==> src/rtl/frame_ram_arbiter.sv <==
// Single-port frame RAM arbiter: scan-out reads always win, the clear sweep comes
// next, and buffered game writes drain from a small FIFO when the port is otherwise free.
module frame_ram_arbiter #(
  parameter int DEPTH          = 4800,
  parameter int AW             = 13,
  parameter int DW             = 3,
  parameter int QDEPTH         = 4,
  parameter int CLEAR_VAL      = 0,
  parameter bit CLEAR_ON_RESET = 1'b1
) (
  input  logic          px_clk,
  input  logic          rstn,
  input  logic          rd_req,
  input  logic [AW-1:0] rd_addr,
  output logic [DW-1:0] rd_data,
  output logic          rd_valid,
  input  logic          wr_valid,
  input  logic [AW-1:0] wr_addr,
  input  logic [DW-1:0] wr_data,
  output logic          wr_ready,
  input  logic          clear_req,
  output logic          busy,
  output logic          clear_done,
  output logic          drop_err,
  output logic [AW-1:0] ram_addr,
  output logic          ram_write,
  output logic [DW-1:0] ram_wdata,
  input  logic [DW-1:0] ram_rdata
);

  localparam int PW = $clog2(QDEPTH);

  typedef enum logic {S_IDLE, S_CLEAR} state_t;

  state_t        r_state;
  state_t        w_nextState;
  logic [AW-1:0] r_clrCnt;
  logic [AW-1:0] r_qAddr [QDEPTH];
  logic [DW-1:0] r_qData [QDEPTH];
  logic [PW:0]   r_wrPtr;
  logic [PW:0]   r_rdPtr;
  logic          r_rdValid;
  logic          r_clearDone;
  logic          r_dropErr;

  logic [PW:0]   w_count;
  logic          w_full;
  logic          w_empty;
  logic          w_push;
  logic          w_pop;
  logic          w_clrStep;
  logic          w_clrLast;
  logic [AW-1:0] w_headAddr;
  logic [DW-1:0] w_headData;
  logic          w_headOk;

  assign w_count    = r_wrPtr - r_rdPtr;
  assign w_full     = (w_count == (PW+1)'(QDEPTH));
  assign w_empty    = (r_wrPtr == r_rdPtr);
  assign w_push     = wr_valid && !w_full;
  assign w_headAddr = r_qAddr[r_rdPtr[PW-1:0]];
  assign w_headData = r_qData[r_rdPtr[PW-1:0]];
  assign w_headOk   = ({1'b0, w_headAddr} < (AW+1)'(DEPTH));
  assign w_clrLast  = (r_clrCnt == AW'(DEPTH-1));

  // A clear request in IDLE takes effect at once, so the queue must not pop that cycle.
  always_comb begin
    w_nextState = r_state;
    w_clrStep   = 1'b0;
    w_pop       = 1'b0;
    case (r_state)
      S_IDLE: begin
        if (clear_req) begin
          w_nextState = S_CLEAR;
        end else if (!rd_req && !w_empty) begin
          w_pop = 1'b1;
        end
      end
      S_CLEAR: begin
        if (!rd_req) begin
          w_clrStep = 1'b1;
          if (w_clrLast) begin
            w_nextState = S_IDLE;
          end
        end
      end
      default: w_nextState = S_IDLE;
    endcase
  end

  always_comb begin
    ram_addr  = '0;
    ram_write = 1'b0;
    ram_wdata = '0;
    if (rstn) begin
      ram_addr = rd_addr;
      if (!rd_req) begin
        if (w_clrStep) begin
          ram_addr  = r_clrCnt;
          ram_write = 1'b1;
          ram_wdata = DW'(CLEAR_VAL);
        end else if (w_pop && w_headOk) begin
          ram_addr  = w_headAddr;
          ram_write = 1'b1;
          ram_wdata = w_headData;
        end
      end
    end
  end

  always_ff @(posedge px_clk or negedge rstn) begin
    if (!rstn) begin
      r_state     <= CLEAR_ON_RESET ? S_CLEAR : S_IDLE;
      r_clrCnt    <= '0;
      r_wrPtr     <= '0;
      r_rdPtr     <= '0;
      r_rdValid   <= 1'b0;
      r_clearDone <= 1'b0;
      r_dropErr   <= 1'b0;
    end else begin
      r_state     <= w_nextState;
      r_rdValid   <= rd_req;
      r_clearDone <= (r_state == S_CLEAR) && (w_nextState == S_IDLE);
      if (w_clrStep) begin
        r_clrCnt <= w_clrLast ? '0 : r_clrCnt + 1'b1;
      end
      if (w_push) begin
        r_wrPtr <= r_wrPtr + 1'b1;
      end
      if (w_pop) begin
        r_rdPtr <= r_rdPtr + 1'b1;
        if (!w_headOk) begin
          r_dropErr <= 1'b1;
        end
      end
    end
  end

  // Queue storage needs no reset; the pointers alone define which entries are live.
  always_ff @(posedge px_clk) begin
    if (w_push) begin
      r_qAddr[r_wrPtr[PW-1:0]] <= wr_addr;
      r_qData[r_wrPtr[PW-1:0]] <= wr_data;
    end
  end

  assign rd_data    = ram_rdata;
  assign rd_valid   = r_rdValid;
  assign wr_ready   = !w_full;
  assign busy       = rstn && (r_state == S_CLEAR);
  assign clear_done = r_clearDone;
  assign drop_err   = r_dropErr;

endmodule

==> config.mk <==
export PLATFORM = sky130hd
export DESIGN_NAME = frame_ram_arbiter
export DESIGN_NICKNAME = d
export VERILOG_FILES = /design/src/rtl/frame_ram_arbiter.sv
export SDC_FILE = /design/constraint.sdc
export NUM_CORES = 1
export LEC_CHECK = 0
export CORE_MARGIN = 2
export CORE_UTILIZATION = 30
export DETAILED_ROUTE_END_ITERATION = 8
export GPL_TIMING_DRIVEN = 0
export SETUP_SLACK_MARGIN = 0.05
export SYNTH_ARGS = -nofsm -noshare
export SYNTH_HDL_FRONTEND = slang
export SYNTH_SLANG_ARGS = --single-unit
==> constraint.sdc <==
create_clock -name px_clk -period 4.9 [get_ports px_clk]
set_clock_uncertainty 0.05 [all_clocks]
set_input_delay 0.49 -clock px_clk [delete_from_list [all_inputs] [get_ports px_clk]]
set_output_delay 0.49 -clock px_clk [all_outputs]
set_load 0.01 [all_outputs]
==> reports/qor.yml <==
timing:
  hold_viol_final: 0
  worst_slew_pin_slew_ns: 1.12
  drv_slew: 0
  post-route-min-period_ns: 4.56
  slew_headroom: 0.252
  max_freq_mhz: 219
  rsz0062_at_grt: "false"
  finalSetupViolCount: 0
  min_period_over_period: 0.930
  finalSetupTns_ns: 0
drt:
  vias: 2539
  ant_nets: 0
  routedWlPerCell_um: 16.3
  vias_per_cell: 4.73
  drc: 0
  drt_first_pass_iters: 4
  wl_um: 8770
  drt_iter0_markers: 150
worst_setup_path:
  rrSetupSlack_ns: 1.29
  crit_buf_inv: 6
  cp_top_family: "buffers and inverters"
  slowest_delay_ns: 0.59
  end_kind: "output port"
  reg2regPathDepth: 8
  arrival_ns: 4.02
  required_ns: 4.36
  crit_slowest_cell: "buf_1"
  worstReg2RegEnd: "r_qAddr[3][2]$_DFFE_PP_"
  path_class: "reg -> out"
  worstPathMaxFanout: 10
  start_kind: "flop"
  r2r_start: "r_rdPtr[1]$_DFFE_PN0P_"
  path_cells: "clkbuf_1 -> buf_1 -> inv_1 -> ha_1 -> a311o_1 -> a221o_1 -> buf_6 -> buf_8 -> mux2i_1 -> o21ai_1 -> clkdlybuf4s50_1"
floorplanning:
  num_io_pins: 62
  start_util: 0.306
  rows: 42
  core_mm2: 0.0132
  die_y_um: 120
  fp.dieW_um: 120
  dieArea_mm2: 0.0145
cts:
  cts_tree: "done"
  ctsRootBufferMaster: "clkbuf_16"
  cts.reportedPaths.clkPinSlew_ns: 0.06
  cts.repair.resized: 0
  clock_path_buffers: 2
  htreeDepth: 3
  cts_sinks: 87
  cts_hold_buf: 0
  clk_latency_ns: 0.33
  postCtsSetupRepairBufs: 0
  cts_buffers: 9
yosys:
  synth_top_area_share: 0.474
  synthFlopType: "edfxtp_1"
  avgSynthCellArea_um2: 14.1
  async_reset_ff_frac: 0.264
  synthTopCellsByCount: "edfxtp_1, nand2_1, dfrtp_1"
  synth_most_common_cell: "edfxtp_1"
  synthCells: 288
  synth_cell_types: 41
  yosysWarningCount: 0
  yosys_register_bits: 87
  synthesis.nets: 333
  syn_area_mm2: 0.00405
  synth_edf_count: 64
  synth_largest_area_cell: "edfxtp_1"
  synth.area.top_cells: "edfxtp_1, dfrtp_1, mux4_2"
  seq_area_frac_synth: 0.616
global_routing:
  grt_max_degree: 25
  grt_usage: 0.127
  grt_pass1_vias: 2601
  grt_pass1_wl_um: 14000
  grt_antenna_before_repair: 0
  grt.overflow.total: 0
layout:
  n_fill_cell: 1281
  num_antenna_cells: 0
  fin_util: 0.387
  syn_to_final_growth_pct: 26.5
  regArea_mm2: 0.00250
  multi_input_area_mm2: 0.00143
  nets: 402
  final_layout_size_suffix_gt1_frac: 0.108
placed_design:
  io_buffers: 58
  dp_hpwl_um: 6210
  place_congestion: 0.824
hold_path:
  min_delay_worst_endpoint: "r_wrPtr[2]$_DFFE_PN0P_"
  worstHoldStart: "r_wrPtr[2]$_DFFE_PN0P_"
  holdPathStages: 1
  worstHoldPathType: "reg -> reg"
power:
  peakVddDrop_v: 0.000179
  p_leak_uw: 0.00189
  power.density_mw_per_mm2: 409
run_status:
  outcome: "complete, no violations"
job:
  cap_violations: 0
[worst max-delay path by stage]
stage / to / slack [ns] / startpoint / depth (start not counted)
finish: ram_addr[10] / 0.34 / r_rdPtr[1]$_DFFE_PN0P_ / 11
global placement: ram_addr[10] / 0.62 / r_rdPtr[1]$_DFFE_PN0P_ / 11
floorplan: ram_addr[10] / 1.77 / r_rdPtr[1]$_DFFE_PN0P_ / 10
CTS: ram_addr[10] / 0.29 / r_rdPtr[1]$_DFFE_PN0P_ / 11
detailed placement: ram_addr[10] / 0.65 / r_rdPtr[1]$_DFFE_PN0P_ / 11
global route: ram_addr[10] / 0.08 / r_rdPtr[1]$_DFFE_PN0P_ / 11
[registers in the layout (all words and copies together) (netlist names)]
| name | count |
|---|---|
| r_state | 1 |
| clear_done | 1 |
| r_qData | 12 |
| r_wrPtr | 3 |
| r_qAddr | 52 |
| rd_valid | 1 |
| drop_err | 1 |
| r_clrCnt | 13 |
| r_rdPtr | 3 |
[metal layers]
layer,global-route usage,routed length [µm],part of all wire
met4,0.0305,116,0.013
met1,0.170,3970,0.45
met2,0.210,4190,0.48
met3,0.0316,495,0.056
met5,0,0,0
[kinds of logic after synthesis]
| kind of cell | Yosys count | synth area share |
|---|---|---|
| buffers and inverters | 24 | 0.0315 |
| XOR/XNOR | 15 | 0.0324 |
| adder cells (fa/ha/maj) | 8 | 0.0247 |
| multiplexers | 28 | 0.119 |
| AND/OR/NAND/NOR | 73 | 0.0923 |
| AO/OA/AOI/OAI | 53 | 0.0843 |
| flip-flops | 87 | 0.616 |
[cell type report]
class	count	area share
clock buffer	10	0.0447
buffer	17	0.0198
inverter	7	0.00513
multi-input combinational	177	0.278
clock inverter	5	0.00830
sequential	87	0.487
tap	176	0.0430
timing repair buffer	58	0.113
[power breakdown]
| part | leakage, µW | switching (µW) | internal (µW) |
|---|---|---|---|
| logic | 0.000880 | 252 | 207 |
| clock network | 0.000130 | 279 | 346 |
| registers | 0.000877 | 58.0 | 955 |
| total | 0.00189 | 589 | 1510 |
[cell usage in the layout, fill, tap and decap left out, types with 3 or more instances in the layout]
master and n:
inv_1 6, and3_1 4, buf_4 3, o21ai_1 16
a22o_1 9, dfrtp_1 22, xor2_1 4, o21ai_0 14
mux4_2 16, nor2_1 9, and2_1 6, xnor2_1 11
clkbuf_1 10, mux2i_1 12, edfxtp_1 64, nand2_1 27
nand3_1 11, a21oi_1 3, nor2b_1 7, ha_1 8
clkdlybuf4s50_1 58, clkbuf_16 9
[metrics by stage]
step                hold slack (ns)  power (µW)  setup slack (ns)  instances  cell area (µm²)
floorplan                     0.144        1310              1.77        288             4050
global placement              0.427        1490             0.618        522             4850
detailed placement            0.439        1500             0.652        522             4850
CTS                           0.447        2130             0.286        537             5130
global route                  0.462        2220            0.0817        537             5130
finish                        0.455        2100             0.343        537             5130
Power figures use the tool's default switching activity.
